**src/rtl/id_operand_stage.sv**
```systemverilog
// Decode-side operand stage: drives the register file read ports, bypasses from EX/WB,
// inserts one bubble on load-use, and registers resolved operands into the ID/EX register.
module id_operand_stage #(
  parameter int DW    = 32,
  parameter int AW    = 5,
  parameter int CNT_W = 16
) (
  input  logic             clk,
  input  logic             rst,
  input  logic             in_valid,
  output logic             in_ready,
  input  logic [AW-1:0]    in_rs,
  input  logic [AW-1:0]    in_rt,
  input  logic             in_rs_used,
  input  logic             in_rt_used,
  input  logic [AW-1:0]    in_wa,
  input  logic             in_we,
  input  logic             in_is_load,
  output logic [AW-1:0]    ra1,
  output logic [AW-1:0]    ra2,
  input  logic [DW-1:0]    rd1,
  input  logic [DW-1:0]    rd2,
  input  logic             ex_valid,
  input  logic             ex_we,
  input  logic             ex_is_load,
  input  logic [AW-1:0]    ex_wa,
  input  logic [DW-1:0]    ex_wd,
  input  logic             wb_we,
  input  logic [AW-1:0]    wb_wa,
  input  logic [DW-1:0]    wb_wd,
  input  logic             flush,
  output logic             out_valid,
  input  logic             out_ready,
  output logic [DW-1:0]    out_op_a,
  output logic [DW-1:0]    out_op_b,
  output logic [AW-1:0]    out_wa,
  output logic             out_we,
  output logic             out_is_load,
  output logic [CNT_W-1:0] stall_count
);

  logic          ex_fwd_ok;
  logic          hazard;
  logic          adv;
  logic [DW-1:0] op_a;
  logic [DW-1:0] op_b;

  // A load in EX has no data yet, so it never forwards; the load-use stall covers it.
  function automatic logic [DW-1:0] resolve(
    input logic [AW-1:0] src,
    input logic [DW-1:0] rf_data,
    input logic          ex_ok,
    input logic [AW-1:0] e_wa,
    input logic [DW-1:0] e_wd,
    input logic          w_we,
    input logic [AW-1:0] w_wa,
    input logic [DW-1:0] w_wd
  );
    if (src == '0)                  return '0;
    else if (ex_ok && e_wa == src)  return e_wd;
    else if (w_we && w_wa == src)   return w_wd;
    else                            return rf_data;
  endfunction

  assign ra1       = in_rs;
  assign ra2       = in_rt;
  assign ex_fwd_ok = ex_valid && ex_we && !ex_is_load;

  assign op_a = resolve(in_rs, rd1, ex_fwd_ok, ex_wa, ex_wd, wb_we, wb_wa, wb_wd);
  assign op_b = resolve(in_rt, rd2, ex_fwd_ok, ex_wa, ex_wd, wb_we, wb_wa, wb_wd);

  assign hazard = in_valid && ex_valid && ex_is_load && ex_we && (ex_wa != '0) &&
                  ((in_rs_used && in_rs == ex_wa) || (in_rt_used && in_rt == ex_wa));

  assign adv      = !out_valid || out_ready;
  assign in_ready = adv && !hazard && !flush;

  // NOTE: sequential state uses non-blocking assignments so every register samples
  // pre-edge values regardless of statement order.
  always_ff @(posedge clk) begin
    if (rst) begin
      out_valid   <= 1'b0;
      out_op_a    <= '0;
      out_op_b    <= '0;
      out_wa      <= '0;
      out_we      <= 1'b0;
      out_is_load <= 1'b0;
      stall_count <= '0;
    end else if (flush) begin
      out_valid <= 1'b0;
    end else if (adv) begin
      if (hazard) begin
        out_valid <= 1'b0;
        if (stall_count != '1) stall_count <= stall_count + CNT_W'(1);
      end else if (in_valid) begin
        out_valid   <= 1'b1;
        out_op_a    <= op_a;
        out_op_b    <= op_b;
        out_wa      <= in_wa;
        out_we      <= in_we;
        out_is_load <= in_is_load;
      end else begin
        out_valid <= 1'b0;
      end
    end
  end

endmodule

```
**config.mk**
```make
export PLATFORM = sky130hd
export DESIGN_NAME = id_operand_stage
export DESIGN_NICKNAME = d
export VERILOG_FILES = /design/src/rtl/id_operand_stage.sv
export SDC_FILE = /design/constraint.sdc
export NUM_CORES = 1
export LEC_CHECK = 0
export BUFFER_PORTS_ARGS = -buffer_cell sky130_fd_sc_hd__clkbuf_2
export CORE_UTILIZATION = 45
export CTS_CLUSTER_DIAMETER = 200
export DETAILED_ROUTE_END_ITERATION = 12
export GPL_TIMING_DRIVEN = 0
export PLACE_DENSITY_LB_ADDON = 0.08
export SLEW_MARGIN = 10
export SYNTH_ARGS = -nofsm -noshare
export SYNTH_HDL_FRONTEND = slang
export SYNTH_SLANG_ARGS = --single-unit
```
**constraint.sdc**
```tcl
create_clock -name clk -period 2.7 [get_ports clk]
set_clock_uncertainty 0.1 [all_clocks]
set_input_delay 0.675 -clock clk [delete_from_list [all_inputs] [get_ports clk]]
set_output_delay 0.675 -clock clk [all_outputs]
set_load 0.03 [all_outputs]
```
# After elaboration in Yosys (flattened, before gate mapping)

Cells that the tools add are included.

Add/sub/neg operators: 1
Multiply operators: 0
Divide/modulo/power cells: 0
Order comparisons: 0
Equality and inequality tests: 7
Shift-type cells: 0
Mux-type cells: 8
Bitwise gates (word level): 2
Reduce and logical (&&, ||, !) cells: 27

Operator list:

| kind                                          | number |
|---|---|
| two-way mux 32 bit                            | 6 |
| == test 5 bit                                 | 6 |
| adder 16 x 1 -> 16 bit, second input constant | 1 |
| inequality test 16 bit, second input constant | 1 |
| logical AND 1 bit                             | 15 |
| zero test 5 bit                               | 2 |
| AND reduction 4 bit                           | 2 |
| nonzero test 5 bit                            | 1 |
| zero test 1 bit                               | 4 |
| logical OR 1 bit                              | 2 |
| two-way mux 1 bit                             | 2 |
| NOT 1 bit                                     | 2 |
| OR reduction 2 bit                            | 1 |

Flip-flop bits (word level): 88
Bits in latches: 0
RAM bits: 0
Bits in read-only memories: 0
Bits of input ports: 166
Output and inout port bits: 99
Memories kept: 0

# Longest topological paths before layout

Word-level depth: 8
Gate-level depth with buffers: 9
Depth with buffers taken out: 7

# Worst setup path before layout

No wires, ideal clock.

Path type: register to register
From: reg stall_count[0]
To: reg stall_count[1]
Library setup time: 0.128 ns
Arrival time: 2.025 ns
Slack: 0.447 ns
Stages on the path, launching flop included: 10
Clock period less this slack: 2.253 ns
Cells stage by stage: dfxtp_1 -> ha_1 -> nand2_1 -> or2_2 -> o31a_1 -> nand3_2 -> buf_4 -> buf_4 -> mux2i_1 -> nor2_1

Longest elaborated chain between the ends: 2
Elaborated cells between the ends (all ways): 3

Ends and longest elaborated chain:

| element                                                        | RTL line | text |
|---|---|---|
| start: declaration                                             | 39       | `output logic [CNT_W-1:0] stall_count` |
| start signal: assignment                                       | 94       | `if (stall_count != '1) stall_count <= stall_count + CNT_W'(1);` |
| branches (longest 2 deep; another with adder 16 x 1 -> 16 bit) | -        |  |

Parallel ways; which one is timed is not known.
A chain may end at the register's enable or synchronous reset.

# Worst setup path after layout

From: in in_rt[1]
To: out in_ready

Longest elaborated chain between the ends: 7

Ends and longest elaborated chain:

| element                        | RTL line | text |
|---|---|---|
| start: declaration             | 13       | `input logic [AW-1:0] in_rt,` |
| == test 5 bit                  | 73       | `((in_rs_used && in_rs == ex_wa) \|\| (in_rt_used && in_rt == ex_wa));` |
| logical AND 1 bit              | 73       |  |
| logical OR 1 bit               | 73       |  |
| logical AND 1 bit              | 72       | `assign hazard = in_valid && ex_valid && ex_is_load && ex_we && (ex_wa != '0) &&` |
| zero test 1 bit                | 76       | `assign in_ready = adv && !hazard && !flush;` |
| logical AND 1 bit (2 in a row) | 76       |  |
| end: declaration               | 11       | `output logic in_ready,` |

No other way between the ends.

==> metrics.csv <==
metric;value;unit
critical path arrival;1810;ps
synth warn;0;
Avg WL per Cell;16.68;um
DR pass1 iterations;5;
outcome;finished, final reports clean;
Sw Share;28.00;%
hold buffers post-CTS;0;
Reg area;1762;um^2
total wire length;15780;um
maximum fanout along the worst path;4;
via count;5098;
Post-synth EDFFs;0;
sequential area share after synthesis;36.86;%
Finished Core Util;62.93;%
Core Region;10320;um^2
Post-route DRC;0;
Std-Cell Rows;37;
Synth Area in Adders;0.2618;%
Peak VDD IR;0.3042;mV
leakage;2.822;nW
Reg2Reg Depth;9;
H-tree depth;3;
largest family of logic cells by synthesized area;compound AO/OA/AOI/OAI gates;
syn nets;700;
Hold Path Depth;1;
ratio of cells with drive above 1 in the final layout;39.75;%
Hold WC Path Type;reg2reg;
Layout area overhead;35.92;%
Worst setup startpoint;in_rt[1];
fraction of registers with async set/reset;0;%
syn avg cell area;8.967;um^2
PwrDens;473.7;nW/um^2
total power;3.077;mW
proportion of synthesized area in mux cells;15.08;%
Tmin final;2588;ps
most frequent cell after synthesis;dfxtp_1;
largest net degree at the start of global routing;15;
Synth Area in Simple Gates;14.32;%
# diodes;0;
CTS resizes;0;
Cell Area, Synth;4780;um^2
RSZ-0062 raised after global routing;false;
crit path kind;in2out;
P_int;2.216;mW
first-pass GRT wire length;25360;um
IO Count;265;
Longest Clk Path Bufs;2;
Primary FF master, synth;dfxtp_1;
NetSw;0.8616;mW
Slew HR;50.16;%
flop-to-flop setup slack;460;ps
Post-Syn Instances;533;
MaxCap Viol Count;0;
CP required;1920;ps
IO Port Bufs;263;
CTS tree;built;
Post-CTS Setup Inserts;0;
Synth Register Bits;88;
Startpoint Class;input port;
Final Hold Fails;0;
total CTS buffers;9;
DP Wirelength;12220;um
Setup TNS;0;ps
Clk pwr share;35.2;%
reg2reg start;stall_count[0];
fmax;386.4;MHz
clock latency on the worst-skew pair;350;ps
Chip Width;105.1;um
synth top area cells;dfxtp_1 (37%), mux2i_1 (15%), a22o_1 (12%);
gp weighted congestion;0.8677;
1st-iter DRT viols;203;
Worst-path clk slew;80;ps
Hold Path End;out_op_a[29];
top cells by count, synth;dfxtp_1 (88), nand2_1 (74), mux2i_1 (72), o21ai_0 (67), a22o_1 (64);
Synth Area in Compound Gates;22.70;%
Die ar.;11040;um^2
fin nets;974;
Hold Startpoint;out_op_a[29];
initial antenna violation count;0;
Synth top area share;36.86;%
clock tree root driver cell;clkbuf_8;
Worst-Margin Slew;743.6;ps
grt ovf;0;
number of global-route vias before repair;5067;
Final Cycle Share;95.85;%
Yosys cell types;40;
sequential share of power;45.0;%
fillers;925;
Synth Area in XOR/XNOR;3.848;%
Initial Utilization;46.30;%
reg2reg end;stall_count[1];
die height;105.1;um
Detail Route Antenna Nets;0;
Final Max Slew Viols;0;
final std cells w/o fill;946;
worst hold margin;383.4;ps
all-layer global routing usage;28.92;%
dpl cells;932;
cell accounting for the most synthesized area;dfxtp_1;
endpoint class of the critical path;primary output;
Via density;5.389;
Logic pwr share;19.8;%
area occupied by multi-input gates;2686;um^2
clk sinks;88;
Setup violations, final;0;
==> power groups by stage <==
stage / Combinational (mW) / Sequential, mW / Clock (mW)
2_1_floorplan: 0.236 / 1.52 / 0
4_1_cts: 0.610 / 1.38 / 1.11
5_1_grt: 0.655 / 1.39 / 1.17
3_5_place_dp: 0.607 / 1.41 / 0
6_report: 0.609 / 1.38 / 1.08
3_3_place_gp: 0.597 / 1.41 / 0
==> per-stage QoR <==
step,instance area (um^2),setup slack [ps]
after floorplan,4780,447.0
after global placement,6266,-145.5
after detailed placement,6266,-153.8
after CTS,6496,116.1
after global routing,6496,1.671
final,6496,112.0
==> critical path: stages <==
cell,delay (ps)
clkbuf_2,130
xnor2_1,190
nand3_1,160
o22ai_2,250
nand2_1,90
and2_1,150
clkbuf_2,180
==> cell families (layout without fill, tap and decap cells) <==
logic type / after synthesis / count (layout)
simple gates: 136 / 136
flops: 88 / 88
xor+xnor: 21 / 21
fa+ha+maj: 1 / 1
mux: 72 / 72
buf+inv: 54 / 331
compound gates: 161 / 161
==> metal layers <==
metal  GRT usage (%)  routed length, um  vias up
met5               0                  0        -
met4           9.256                287        0
met3           7.299               1098       19
met2           51.94               7987      198
met1           33.41               6406     2398
li1                -                  -     2483
==> placed cells by master (no fill, tap or decap), types with 2 or more instances in the layout <==
cell       synthesis  routed
or4_1             11      11
bufinv_16          0       3
or3_1              4       4
nand2_1           74      74
nor3_2             2       2
nor4_1             2       2
and3_1             2       2
dfxtp_1           88      88
nand3_1           10      10
o21ai_0           67      67
inv_1              3       3
buf_2             10      10
nor3b_4            2       2
nor2_1            12      12
o31ai_1           10      10
a22o_1            64      64
clkbuf_8           0       9
buf_4             19      19
xor2_1             9       9
mux2i_1           72      72
or2_2              3       3
clkbuf_1          15      15
nand4_1            4       4
buf_6              6       6
a21oi_1           16      16
clkbuf_2           0     263
xnor2_1           12      12
==> sequential cells by signal, indices dropped and copies added, names as in the netlist <==
| signal | cells |
|---|---|
| out_we | 1 |
| out_wa | 5 |
| stall_count | 16 |
| out_op_b | 32 |
| out_op_a | 32 |
| out_valid | 1 |
| out_is_load | 1 |
==> cell type report <==
type                       instances  share of cell area [%]
multi-input combinational        391                   41.35
sequential                        88                   27.12
timing repair buffer             263                   20.26
buffer                            51                   4.931
tap                              136                   2.619
clock buffer                       9                   1.907
clock inverter                     5                   1.637
inverter                           3                  0.1733
==> how the worst max path moves through the flow <==
| stage | slack (ps) | end |
|---|---|---|
| floorplan | 450 | stall_count[1] |
| global placement | -150 | out_op_a[25] |
| detailed placement | -150 | out_op_a[13] |
| CTS | 120 | in_ready |
| global route | 2 | in_ready |
| finish | 110 | in_ready |
Power figures use the tool's default switching activity.
